===== src/rtl/alu_arbiter_if.sv =====
// Bundle of the two requester ports, the ALU operand/result path and the response/status port
// around alu_arbiter.
interface alu_arbiter_if #(
  parameter int unsigned WIDTH = 32,
  parameter int unsigned CNT_W = 16
);
  logic             req0_valid;
  logic             req0_ready;
  logic [1:0]       req0_ctrl;
  logic [WIDTH-1:0] req0_a;
  logic [WIDTH-1:0] req0_b;

  logic             req1_valid;
  logic             req1_ready;
  logic [1:0]       req1_ctrl;
  logic [WIDTH-1:0] req1_a;
  logic [WIDTH-1:0] req1_b;

  logic [1:0]       ALUControl;
  logic [WIDTH-1:0] SrcA;
  logic [WIDTH-1:0] SrcB;
  logic [WIDTH-1:0] ALUResult;

  logic             resp_valid;
  logic             resp_ready;
  logic             resp_id;
  logic [WIDTH-1:0] resp_result;
  logic             resp_zero;
  logic             resp_neg;
  logic             busy;
  logic [CNT_W-1:0] op_count;

  // Arbiter side.
  modport slave (
    input  req0_valid, req0_ctrl, req0_a, req0_b,
    input  req1_valid, req1_ctrl, req1_a, req1_b,
    input  ALUResult, resp_ready,
    output req0_ready, req1_ready,
    output ALUControl, SrcA, SrcB,
    output resp_valid, resp_id, resp_result, resp_zero, resp_neg, busy, op_count
  );

  // Requesters, ALU and response consumer side.
  modport master (
    output req0_valid, req0_ctrl, req0_a, req0_b,
    output req1_valid, req1_ctrl, req1_a, req1_b,
    output ALUResult, resp_ready,
    input  req0_ready, req1_ready,
    input  ALUControl, SrcA, SrcB,
    input  resp_valid, resp_id, resp_result, resp_zero, resp_neg, busy, op_count
  );
endinterface


===== src/rtl/alu_arbiter.sv =====
// Round-robin sharing of one combinational ALU between two valid/ready requesters; the result
// is captured with zero/negative flags and returned tagged with the owning requester id.
module alu_arbiter #(
  parameter int unsigned WIDTH = 32,
  parameter int unsigned CNT_W = 16
) (
  input logic          clk,
  input logic          reset,
  alu_arbiter_if.slave bus
);

  typedef enum logic [1:0] {StIdle, StIssue, StDone} state_e;

  state_e           state_q;
  logic             rr_ptr_q;
  logic             owner_q;
  logic [1:0]       alu_ctrl_q;
  logic [WIDTH-1:0] src_a_q;
  logic [WIDTH-1:0] src_b_q;
  logic             resp_valid_q;
  logic             resp_id_q;
  logic [WIDTH-1:0] resp_result_q;
  logic             resp_zero_q;
  logic             resp_neg_q;
  logic [CNT_W-1:0] op_count_q;

  logic any_valid;
  logic grant;

  // With a single valid requester it wins outright; rr_ptr only breaks ties.
  always_comb begin
    any_valid = bus.req0_valid | bus.req1_valid;
    grant     = (bus.req0_valid & bus.req1_valid) ? rr_ptr_q : bus.req1_valid;
  end

  assign bus.req0_ready = (state_q == StIdle) & any_valid & ~grant;
  assign bus.req1_ready = (state_q == StIdle) & any_valid & grant;

  always_ff @(posedge clk or posedge reset) begin
    if (reset) begin
      state_q       <= StIdle;
      rr_ptr_q      <= 1'b0;
      owner_q       <= 1'b0;
      alu_ctrl_q    <= 2'b00;
      src_a_q       <= '0;
      src_b_q       <= '0;
      resp_valid_q  <= 1'b0;
      resp_id_q     <= 1'b0;
      resp_result_q <= '0;
      resp_zero_q   <= 1'b0;
      resp_neg_q    <= 1'b0;
      op_count_q    <= '0;
    end else begin
      unique case (state_q)
        StIdle: begin
          if (any_valid) begin
            owner_q    <= grant;
            alu_ctrl_q <= grant ? bus.req1_ctrl : bus.req0_ctrl;
            src_a_q    <= grant ? bus.req1_a : bus.req0_a;
            src_b_q    <= grant ? bus.req1_b : bus.req0_b;
            state_q    <= StIssue;
          end
        end
        StIssue: begin
          resp_result_q <= bus.ALUResult;
          resp_zero_q   <= (bus.ALUResult == '0);
          resp_neg_q    <= bus.ALUResult[WIDTH-1];
          resp_valid_q  <= 1'b1;
          resp_id_q     <= owner_q;
          state_q       <= StDone;
        end
        StDone: begin
          if (bus.resp_ready) begin
            resp_valid_q <= 1'b0;
            rr_ptr_q     <= ~owner_q;
            if (op_count_q != {CNT_W{1'b1}}) begin
              op_count_q <= op_count_q + 1'b1;
            end
            state_q <= StIdle;
          end
        end
        default: state_q <= StIdle;
      endcase
    end
  end

  assign bus.ALUControl  = alu_ctrl_q;
  assign bus.SrcA        = src_a_q;
  assign bus.SrcB        = src_b_q;
  assign bus.resp_valid  = resp_valid_q;
  assign bus.resp_id     = resp_id_q;
  assign bus.resp_result = resp_result_q;
  assign bus.resp_zero   = resp_zero_q;
  assign bus.resp_neg    = resp_neg_q;
  assign bus.busy        = (state_q != StIdle);
  assign bus.op_count    = op_count_q;

endmodule


===== src/flat_wrapper.sv =====
// flat-port wrapper written by rule: the top's interface ports become plain ports
module alu_arbiter_flat 
#(
  parameter int unsigned WIDTH = 32,
  parameter int unsigned CNT_W = 16
)
  (clk, reset, bus_req0_valid, bus_req0_ctrl, bus_req0_a, bus_req0_b, bus_req1_valid, bus_req1_ctrl, bus_req1_a, bus_req1_b, bus_ALUResult, bus_resp_ready, bus_req0_ready, bus_req1_ready, bus_ALUControl, bus_SrcA, bus_SrcB, bus_resp_valid, bus_resp_id, bus_resp_result, bus_resp_zero, bus_resp_neg, bus_busy, bus_op_count);
  alu_arbiter_if #(.WIDTH(WIDTH), .CNT_W(CNT_W)) bus_i ();
  input logic clk;
  input logic reset;
  input wire logic [$bits(bus_i.req0_valid)-1:0] bus_req0_valid;
  input wire logic [$bits(bus_i.req0_ctrl)-1:0] bus_req0_ctrl;
  input wire logic [$bits(bus_i.req0_a)-1:0] bus_req0_a;
  input wire logic [$bits(bus_i.req0_b)-1:0] bus_req0_b;
  input wire logic [$bits(bus_i.req1_valid)-1:0] bus_req1_valid;
  input wire logic [$bits(bus_i.req1_ctrl)-1:0] bus_req1_ctrl;
  input wire logic [$bits(bus_i.req1_a)-1:0] bus_req1_a;
  input wire logic [$bits(bus_i.req1_b)-1:0] bus_req1_b;
  input wire logic [$bits(bus_i.ALUResult)-1:0] bus_ALUResult;
  input wire logic [$bits(bus_i.resp_ready)-1:0] bus_resp_ready;
  output wire logic [$bits(bus_i.req0_ready)-1:0] bus_req0_ready;
  output wire logic [$bits(bus_i.req1_ready)-1:0] bus_req1_ready;
  output wire logic [$bits(bus_i.ALUControl)-1:0] bus_ALUControl;
  output wire logic [$bits(bus_i.SrcA)-1:0] bus_SrcA;
  output wire logic [$bits(bus_i.SrcB)-1:0] bus_SrcB;
  output wire logic [$bits(bus_i.resp_valid)-1:0] bus_resp_valid;
  output wire logic [$bits(bus_i.resp_id)-1:0] bus_resp_id;
  output wire logic [$bits(bus_i.resp_result)-1:0] bus_resp_result;
  output wire logic [$bits(bus_i.resp_zero)-1:0] bus_resp_zero;
  output wire logic [$bits(bus_i.resp_neg)-1:0] bus_resp_neg;
  output wire logic [$bits(bus_i.busy)-1:0] bus_busy;
  output wire logic [$bits(bus_i.op_count)-1:0] bus_op_count;
  assign bus_i.req0_valid = bus_req0_valid;
  assign bus_i.req0_ctrl = bus_req0_ctrl;
  assign bus_i.req0_a = bus_req0_a;
  assign bus_i.req0_b = bus_req0_b;
  assign bus_i.req1_valid = bus_req1_valid;
  assign bus_i.req1_ctrl = bus_req1_ctrl;
  assign bus_i.req1_a = bus_req1_a;
  assign bus_i.req1_b = bus_req1_b;
  assign bus_i.ALUResult = bus_ALUResult;
  assign bus_i.resp_ready = bus_resp_ready;
  assign bus_req0_ready = bus_i.req0_ready;
  assign bus_req1_ready = bus_i.req1_ready;
  assign bus_ALUControl = bus_i.ALUControl;
  assign bus_SrcA = bus_i.SrcA;
  assign bus_SrcB = bus_i.SrcB;
  assign bus_resp_valid = bus_i.resp_valid;
  assign bus_resp_id = bus_i.resp_id;
  assign bus_resp_result = bus_i.resp_result;
  assign bus_resp_zero = bus_i.resp_zero;
  assign bus_resp_neg = bus_i.resp_neg;
  assign bus_busy = bus_i.busy;
  assign bus_op_count = bus_i.op_count;
  alu_arbiter #(.WIDTH(WIDTH), .CNT_W(CNT_W)) u_core (.clk(clk), .reset(reset), .bus(bus_i));
endmodule

===== config.mk =====
export PLATFORM = sky130hd
export DESIGN_NAME = alu_arbiter_flat
export DESIGN_NICKNAME = d
export VERILOG_FILES = /design/src/rtl/alu_arbiter_if.sv /design/src/rtl/alu_arbiter.sv /design/src/flat_wrapper.sv
export SDC_FILE = /design/constraint.sdc
export NUM_CORES = 1
export LEC_CHECK = 0
export ABC_AREA = 1
export BUFFER_PORTS_ARGS = -buffer_cell sky130_fd_sc_hd__buf_2
export CAP_MARGIN = 20
export CORE_UTILIZATION = 25
export CTS_BUF_LIST = sky130_fd_sc_hd__clkbuf_4
export CTS_CLUSTER_SIZE = 14
export DETAILED_ROUTE_END_ITERATION = 7
export PLACE_DENSITY = 0.49
export SYNTH_ARGS = -nofsm -noshare
export SYNTH_HDL_FRONTEND = slang
export SYNTH_SLANG_ARGS = --single-unit

===== constraint.sdc =====
create_clock -name clk -period 5 [get_ports clk]
set_clock_uncertainty 0.15 [all_clocks]
set_input_delay 0.25 -clock clk [delete_from_list [all_inputs] [get_ports clk]]
set_output_delay 0.25 -clock clk [all_outputs]
set_load 0.02 [all_outputs]

==> flow_summary_export.csv, run 1 <==
group,metric,value,unit
run_status,status,"complete, no violations",
synth,synth_area_per_cell,7.822,um2
synth,synth_nets,877,
cells_and_area,final_cells,1451,
global_routing,grt_pass1_wl,30240,um
floorplan,rows,54,
power,powerDensity,556.1,nW/um2
worst_setup_path,r2r_start,"u_core.state_q[1]",
cells_and_area,drive_gt1_frac,0.2897,
cells_and_area,final_area,9154,um2
worst_setup_path,reg2reg_to,"u_core.bus.SrcB[17]",
worst_setup_path,worst_ep_required_time,5310,ps
floorplan,initial_utilization,0.2542,
worst_setup_path,rrSetupSlack,2240,ps
worst_setup_path,cp_data_arrival_time,3070,ps
clock_tree,clock_sinks,121,
cells_and_area,area_growth,65.52,%
place,placed_area,7183,um2
hold_path,min_delay_path_depth,6,
synth,yosys_warnings,0,
timing,min_period,2763,ps
timing,relSlewSlack,0.4302,
place,dp_hpwl,12700,um
timing,fin_crit_sh,0.5526,
clock_tree,cts_buffers,17,
cells_and_area,utilization,0.4208,
timing,setup_tns,0,ps
global_routing,antenna_found_initial,1,
worst_setup_path,critPathLaunchType,"register",
clock_tree,clock_latency,520,ps
timing,hold_viol,0,
global_routing,grt_pass1_vias,6078,
clock_tree,cts-root-buf,"clkbuf_4",
worst_setup_path,crit_type,"register to register",
timing,rsz0062_at_grt,"false",
worst_setup_path,cp_max_fo,44,
floorplan,dieArea,22720,um2
synth,syn_area,5530,um2
cells_and_area,fillCellCount,2247,
routing,via_count,6272,
synth,synth.distinct_cells,24,
routing,dr.pass1.iters,6,
power,leakage,4.896,nW
routing,ant_nets,0,
routing,drt_iter0_markers,217,
cells_and_area,nets,1327,
power,ir_drop,0.2708,mV
hold_path,holdCritStartpoint,"bus_req0_valid",
flow_run,cap_violations,0,
floorplan,boundaryPins,290,
floorplan,dieWidth,150.7,um
routing,drc_errors,0,
hold_path,min_to,"u_core.owner_q",
clock_tree,htreeDepth,4,
worst_setup_path,end_kind,"register",
place,place_congestion,0.8047,
global_routing,grt_start_max_net_pins,68,
routing,routedWlPerCell,13.66,um
global_routing,grtUsageTotal,0.1737,
timing,finalSetupViolCount,0,
timing,report.final.slew_viol_count,0,
routing,routed_wirelength,19820,um
routing,via_per_inst,4.323,
floorplan,core-area,21760,um2
place,dp.cells,1251,
synth,synth-seq-area-share,0.5475,
clock_tree,post_cts_buffers,0,
floorplan,die_h,150.7,um
timing,fmax,361.9,MHz
synth,synth-seq-cells,121,
timing,worst_pin_slew,851.6,ps
global_routing,grt_overflow,0,
power,fin_total_pwr,0.005090,W
clock_tree,cts_tree,"done",
place,portBuffers,289,
worst_setup_path,r2r_cells,7,
hold_path,hp-class,"primary input to register",
synth,postSynthCellCount,707,
clock_tree,clkTransAtPathRegs,130,ps
clock_tree,clockBufferDepth,2,
[power breakdown]
part | switching, W | total [W] | leakage, nW | internal (W)
clock | 0.000398 | 0.000753 | 0.166 | 0.000355
sequential | 0.000255 | 0.00167 | 1.51 | 0.00141
combinational | 0.00152 | 0.00267 | 3.22 | 0.00115
[critical path, cell delays in order (launching register included)]
cell and delay (ps):
dfrtp_1 480, nor2_4 170, o21ai_4 90, nor2_4 490, buf_4 520, nand2_1 100
nand3_1 110, dlygate4sd3_1 560
[stage by stage]
step / hold slack, ps / setup WS [ps]
after detailed placement: 219.7 / 2782
final: 113.0 / 2237
after CTS: 46.68 / 2217
after global placement: 220.3 / 2826
after floorplan: 207.3 / 1386
after global routing: 101.6 / 2072
[timing repair]
item	4_1_cts	5_1_grt
endpoints found under the hold margin	144	0
hold buffers	167	0
gates resized for setup	0	0
[cells in the final DEF (no fill, tap or decap), drive strengths merged, types with 3 or more instances in the layout]
cell and instances:
bufinv 3, nand3 79, nand4 11, nand2 358, buf 294, clkinv 9, inv 39, clkbuf 19
dlygate4sd3 167, o21ai 18, dfrtp 121, nor2 43
[per-layer routing]
| metal | vias up | GRT usage | part of all wire |
|---|---|---|---|
| met4 | 0 | 0.05800 | 0.013 |
| met1 | 2943 | 0.2082 | 0.43 |
| met5 | - | 0 | 0 |
| met3 | 16 | 0.04182 | 0.058 |
| li1 | 3112 | - | - |
| met2 | 201 | 0.3023 | 0.50 |
[cell type report]
cell class                      count  area [um2]  share of cell area
Timing Repair Buffer              461        3156              0.3447
Antenna cell                        1       2.502           0.0002734
Inverter                           39       148.9             0.01627
Tap cell                          280       350.3             0.03827
Clock inverter                     13       153.9             0.01681
Multi-Input combinational cell    517        2172              0.2373
Clock buffer                       19       142.6             0.01558
Sequential cell                   121        3028              0.3308
[kinds of logic after synthesis]
group,share of synthesized area
AND/OR/NAND/NOR,0.3665
XOR/XNOR,0.004752
buffers and inverters,0.05973
flip-flops,0.5475
AO/OA/AOI/OAI,0.01923
adder cells (fa/ha/maj),0.002262
[cell usage after synthesis]
cell type	count	area [um2]
o21ai_4	1	16.27
buf_2	12	60.06
nand3b_1	2	15.01
nand2_1	357	1340
xnor2_1	2	17.52
o21ai_1	8	40.04
nor2_1	37	138.9
dfrtp_1	121	3028
nand3_2	1	10.01
xor2_1	1	8.760
clkbuf_1	6	22.52
inv_2	3	11.26
nor3_1	1	5.000
nor2_2	3	18.77
inv_1	36	135.1
ha_1	1	12.51
buf_6	3	33.78
nor2_4	3	33.78
nand3_1	78	390.4
a21oi_1	1	5.000
nand2_2	1	6.260
nand4_1	11	68.82
o21ai_0	9	45.04
buf_4	9	67.56
[flip-flops by register name, indices dropped and copies added, names as in the netlist]
| register | cells |
|---|---|
| u_core.state_q | 2 |
| u_core.bus.resp_result | 32 |
| u_core.bus.resp_valid | 1 |
| u_core.bus.SrcB | 32 |
| u_core.bus.SrcA | 32 |
| u_core.bus.resp_id | 1 |
| u_core.owner_q | 1 |
| u_core.rr_ptr_q | 1 |
| u_core.bus.resp_zero | 1 |
| u_core.bus.ALUControl | 2 |
| u_core.bus.op_count | 16 |
[worst max path at each step]
| stage | from | to | slack (ps) | depth (start not counted) |
|---|---|---|---|---|
| global route | u_core.state_q[1] | u_core.bus.SrcB[5] | 2070 | 7 |
| detailed placement | u_core.state_q[1] | u_core.bus.SrcB[12] | 2780 | 6 |
| global placement | u_core.state_q[1] | u_core.bus.SrcB[17] | 2830 | 6 |
| floorplan | reset | u_core.bus.ALUControl[0] | 1390 | 1 |
| finish | u_core.state_q[1] | u_core.bus.SrcB[17] | 2240 | 7 |
| CTS | u_core.state_q[1] | u_core.bus.SrcB[19] | 2220 | 7 |
(Power assumes the default switching activity.)
==> inputs of run 2 (changes only) <==
--- a/config.mk
+++ b/config.mk
@@ -12,7 +12,7 @@
 export CTS_BUF_LIST = sky130_fd_sc_hd__clkbuf_4
 export CTS_CLUSTER_SIZE = 14
 export DETAILED_ROUTE_END_ITERATION = 7
-export PLACE_DENSITY = 0.49
+export PLACE_DENSITY = 0.51
 export SYNTH_ARGS = -nofsm -noshare
 export SYNTH_HDL_FRONTEND = slang
 export SYNTH_SLANG_ARGS = --single-unit
==> constraint.sdc (replaced) <==
create_clock -name clk -period 2.2 [get_ports clk]
set_clock_uncertainty 0.15 [all_clocks]
set_input_delay 0.11 -clock clk [delete_from_list [all_inputs] [get_ports clk]]
set_output_delay 0.11 -clock clk [all_outputs]
set_load 0.02 [all_outputs]
==> run 2 against run 1 <==
  * Utilization up 1.1 points
  * Combinational power is 120% higher
  * Worst setup slack worse by 2100 ps
  * Final area up 2.6%
  * Critical path type unchanged
  * Largest power group unchanged
==> flow_summary_export.csv, run 2 (synthesis gave the netlist of run 1 again) <==
group,metric,value,unit
place,place_congestion,0.7953,
timing,rsz0062_at_grt,"true",
timing,finalSetupViolCount,0,
worst_setup_path,reg2reg_to,"u_core.bus.SrcA[8]",
floorplan,die_h,150.7,um
power,power_frac_comb,0.520,
global_routing,grt_overflow,0,
worst_setup_path,critPathLaunchType,"register",
routing,ant_nets,0,
worst_setup_path,crit_end,"u_core.bus.SrcA[8]",
power,p_clk_frac,0.149,
clock_tree,htreeDepth,4,
clock_tree,clock_latency,500,ps
timing,fin_hold_ws,192.9,ps
timing,report.final.slew_viol_count,0,
power,p_int,0.006456,W
timing,min_period,2091,ps
global_routing,grtUsageTotal,0.1749,
hold_path,holdCritStartpoint,"bus_req1_b[1]",
worst_setup_path,crit_type,"register to register",
place,portBuffers,289,
worst_setup_path,cp_data_arrival_time,2370,ps
routing,dr.pass1.iters,6,
worst_setup_path,r2r_cells,8,
clock_tree,clkTransAtPathRegs,120,ps
place,dp.cells,1256,
worst_setup_path,worst_ep_required_time,2480,ps
cells_and_area,final_area,9389,um2
floorplan,dieArea,22720,um2
routing,via_count,6306,
power,seq_power_share,0.332,
timing,hold_viol,0,
power,leakage,4.968,nW
floorplan,rows,54,
clock_tree,clockBufferDepth,2,
flow_run,cap_violations,0,
clock_tree,cts-root-buf,"clkbuf_4",
power,fin_total_pwr,0.01141,W
global_routing,grt_pass1_wl,30860,um
cells_and_area,utilization,0.4316,
routing,routed_wirelength,19920,um
global_routing,grt_start_max_net_pins,68,
floorplan,dieWidth,150.7,um
power,power.switching,0.004951,W
place,placed_area,7310,um2
routing,drt_iter0_markers,200,
routing,via_per_inst,4.307,
clock_tree,cts_tree,"done",
floorplan,boundaryPins,290,
worst_setup_path,rrSetupSlack,110,ps
timing,fmax,478.3,MHz
worst_setup_path,max_stage_delay,560,ps
worst_setup_path,cp_max_fo,13,
power,sw_frac_of_total,0.4340,
cells_and_area,area_growth,69.77,%
timing,fin_crit_sh,0.9503,
cells_and_area,final_cell_mix,"nand2_1, buf_2, dlygate4sd3_1",
power,powerDensity,1215,nW/um2
routing,routedWlPerCell,13.61,um
worst_setup_path,slowest_stage,"dlygate4sd3_1",
run_status,status,"complete, no violations",
timing,relSlewSlack,0.4904,
cells_and_area,layout_commonest_cell,"nand2_1",
place,dp_hpwl,12260,um
timing,worst_pin_slew,761.6,ps
worst_setup_path,startpoint,"u_core.state_q[1]",
worst_setup_path,r2r_start,"u_core.state_q[1]",
cells_and_area,nets,1340,
worst_setup_path,end_kind,"register",
floorplan,initial_utilization,0.2542,
power,ir_drop,0.6904,mV
clock_tree,clock_sinks,121,
clock_tree,cts_buffers,17,
routing,drc_errors,0,
hold_path,hp-class,"primary input to register",
worst_setup_path,crit_chain,"nor2_4 -> o21ai_4 -> nor2_4 -> buf_12 -> buf_12 -> nand2_1 -> nand3_1 -> dlygate4sd3_1",
global_routing,grt_pass1_vias,6387,
floorplan,core-area,21760,um2
global_routing,antenna_found_initial,1,
cells_and_area,drive_gt1_frac,0.2942,
cells_and_area,final_cells,1464,
-- run 2: cell types whose count changed in the layout (fill, tap and decap cells not counted), moves of 2 or more --
| cell | before | now |
|---|---|---|
| clkinvlp_4 | 1 | 3 |
| buf_12 | 0 | 8 |
| clkinv_2 | 6 | 3 |
| clkinv_1 | 0 | 2 |
| dlygate4sd3_1 | 167 | 170 |
-- run 2: repair_timing --
item / CTS / global route
buffers inserted: 0 / 4
endpoints found under the setup margin: 0 / 31
hold buffers: 170 / 0
endpoints found under the hold margin: 229 / 0
gates resized for setup: 0 / 5
-- run 2: cell type report --
class                   count  area (um2)
diodes                      1       2.502
multi-input cells         517        2172
flip-flops and latches    121        3029
repair buffers            474        3386
clock inverters            13       153.9
inverters                  39       152.6
fillers                  2161       12370
clock buffers              19       142.6
well taps                 280       350.3
-- run 2: worst min-delay path by stage --
stage	cells past startpoint	slack [ps]	endpoint
floorplan	1	70	u_core.state_q[1]
global placement	2	-10	u_core.bus.SrcB[28]
detailed placement	2	-20	u_core.bus.SrcB[28]
CTS	4	100	u_core.bus.SrcB[8]
global route	4	130	u_core.bus.SrcB[9]
finish	4	190	u_core.bus.SrcB[1]
-- run 2: metal layers --
layer / global-route usage / share of wire
met2: 0.3039 / 0.49
met5: 0 / 0
met1: 0.2062 / 0.43
met3: 0.04576 / 0.061
met4: 0.06250 / 0.019
-- run 2: power by group through the flow --
stage	clock network (W)	logic, W	registers [W]
6_report	0.00170	0.00593	0.00378
5_1_grt	0.00187	0.00653	0.00391
4_1_cts	0.00178	0.00580	0.00378
3_5_place_dp	0	0.00502	0.00378
3_3_place_gp	0	0.00498	0.00381
2_1_floorplan	0	0.00201	0.00495
-- run 2: stage by stage --
step / worst slack (ps) / TNS [ps]
6_report: 109.2 / 0
5_1_grt: -32.25 / -32.25
3_5_place_dp: 219.9 / 0
3_3_place_gp: 242.9 / 0
2_1_floorplan: 456.7 / 0
4_1_cts: 15.93 / 0
-- run 2: worst max-delay path: cells and delay by family (launching register included) --
kind | cells | cell delay [ps]
compound gates | 1 | 100
flops | 1 | 460
buf+inv | 3 | 840
simple gates | 4 | 480
==> inputs of run 3 (changes only) <==
--- a/config.mk
+++ b/config.mk
@@ -9,9 +9,10 @@
 export BUFFER_PORTS_ARGS = -buffer_cell sky130_fd_sc_hd__buf_2
 export CAP_MARGIN = 20
 export CORE_UTILIZATION = 25
-export CTS_BUF_LIST = sky130_fd_sc_hd__clkbuf_4
+export CTS_BUF_LIST = sky130_fd_sc_hd__clkbuf_4 sky130_fd_sc_hd__clkbuf_8
 export CTS_CLUSTER_SIZE = 14
 export DETAILED_ROUTE_END_ITERATION = 7
+export HOLD_SLACK_MARGIN = 0.08
 export PLACE_DENSITY = 0.51
 export SYNTH_ARGS = -nofsm -noshare
 export SYNTH_HDL_FRONTEND = slang
==> run 3 against run 2 <==
  * Count of clock-buffer cells in the layout up 2
  * Final cell count shrank 0.27%
  * Register-to-register slack barely moved
  * Critical path type unchanged
  * Largest power group unchanged
  * Highest routed layer unchanged
==> flow_summary_export.csv, run 3 (synthesis gave the netlist of run 1 again) <==
group,metric,value,unit
floorplan,core-area,21760,um2
floorplan,dieArea,22720,um2
clock_tree,cts_buffers,17,
timing,fin_crit_sh,0.9466,
routing,via_count,6232,
worst_setup_path,cp_max_fo,30,
cells_and_area,nets,1337,
power,powerDensity,1249,nW/um2
floorplan,rows,54,
routing,via_per_inst,4.268,
worst_setup_path,end_kind,"register",
worst_setup_path,crit_type,"register to register",
cells_and_area,utilization,0.4349,
power,leakage,5.001,nW
global_routing,grtUsageTotal,0.1744,
worst_setup_path,worst_ep_required_time,2410,ps
hold_path,min_delay_path_depth,4,
cells_and_area,n_antenna_cell,0,
global_routing,grt_overflow,0,
global_routing,grt_pass1_wl,30860,um
timing,fmax,480.2,MHz
timing,report.final.slew_viol_count,0,
clock_tree,cts_tree,"done",
flow_run,cap_violations,0,
routing,routed_wirelength,19520,um
timing,min_period,2082,ps
routing,dr.pass1.iters,4,
timing,relSlewSlack,0.4941,
routing,drc_errors,0,
clock_tree,clockBufferDepth,2,
routing,ant_nets,0,
place,dp_hpwl,12260,um
place,placed_area,7310,um2
routing,routedWlPerCell,13.37,um
clock_tree,cts-root-buf,"clkbuf_8",
worst_setup_path,r2r_cells,7,
place,place_congestion,0.7953,
power,ir_drop,0.6929,mV
global_routing,grt_start_max_net_pins,68,
worst_setup_path,cp_data_arrival_time,2290,ps
floorplan,initial_utilization,0.2542,
clock_tree,htreeDepth,4,
run_status,status,"complete, no violations",
timing,worst_pin_slew,756.1,ps
cells_and_area,final_area,9462,um2
timing,finalSetupViolCount,0,
cells_and_area,layout_commonest_cell,"nand2_1",
clock_tree,clkTransAtPathRegs,80,ps
hold_path,hp-class,"primary input to register",
cells_and_area,area_growth,71.09,%
timing,fin_hold_ws,280.8,ps
clock_tree,clock_sinks,121,
place,portBuffers,289,
cells_and_area,final_cell_mix,"nand2_1, buf_2, dlygate4sd3_1",
worst_setup_path,critPathLaunchType,"register",
cells_and_area,drive_gt1_frac,0.2932,
routing,drt_iter0_markers,199,
clock_tree,clock_latency,420,ps
global_routing,antenna_found_initial,0,
floorplan,die_h,150.7,um
global_routing,grt_pass1_vias,6361,
floorplan,boundaryPins,290,
floorplan,dieWidth,150.7,um
timing,hold_viol,0,
==> run 3: changes by cell type in the layout (fill, tap and decap cells not counted), sizes merged <==
cell    delta
clkinv     -1
clkbuf     +1
diode      -1
buf        -2
inv        -1
==> run 3: where the power goes <==
part           switching [W]  internal, W  total (W)
clock               0.000943      0.00121    0.00215
combinational        0.00345      0.00243    0.00588
sequential          0.000573      0.00322    0.00379
total                0.00497      0.00685     0.0118
==> run 3: stage by stage <==
stage / cells / setup slack (ps) / total power [W] / TNS, ps
2_1_floorplan: 707 / 456.7 / 0.006957 / 0
3_3_place_gp: 1256 / 242.9 / 0.008789 / 0
3_5_place_dp: 1256 / 219.9 / 0.008799 / 0
4_1_cts: 1458 / 25.21 / 0.01188 / 0
5_1_grt: 1460 / -0.5285 / 0.01274 / -0.5285
6_report: 1460 / 117.5 / 0.01182 / 0
==> run 3: timing repair <==
action | 4_1_cts | 5_1_grt
setup buffers | 0 | 2
endpoints found under the setup margin | 0 | 33
endpoints found under the hold margin | 228 | 0
gates resized for setup | 0 | 5
hold buffers | 170 | 0
==> run 3: final timing paths <==
path / from / end / slack [ps]
max: u_core.state_q[1] / u_core.bus.SrcB[17] / 120
min: bus_req0_b[3] / u_core.bus.SrcB[3] / 280
max reg2reg: u_core.state_q[1] / u_core.bus.SrcB[17] / 120
min reg2reg: u_core.bus.resp_result[2] / u_core.bus.resp_result[2] / 320
max in group asynchronous: reset / u_core.bus.resp_result[3] / 630
min in group asynchronous: reset / u_core.bus.SrcB[27] / 670
==> run 3: cell type report <==
class                           count  area (um2)
Clock buffer                       21       276.5
Tap cell                          280       350.3
Sequential cell                   121        3028
Inverter                           39       155.1
Clock inverter                     11       146.4
Fill cell                        2174       12290
Multi-Input combinational cell    517        2172
Timing Repair Buffer              471        3333
==> run 3: per-layer routing <==
metal | vias to the layer above | global-route usage | routed length, um
li1 | 3121 | - | -
met1 | 2879 | 0.2069 | 8476
met2 | 208 | 0.3025 | 9531
met3 | 24 | 0.04667 | 1146
met4 | 0 | 0.05900 | 363
met5 | - | 0 | 0
==> run 3: critical path, cell delays in order (launching register included) <==
cell and delay, ps:
dfrtp_1 460, nor2_4 170, o21ai_4 100, nor2_4 160
buf_8 220, nand2_1 80, nand3_1 100, dlygate4sd3_1 570
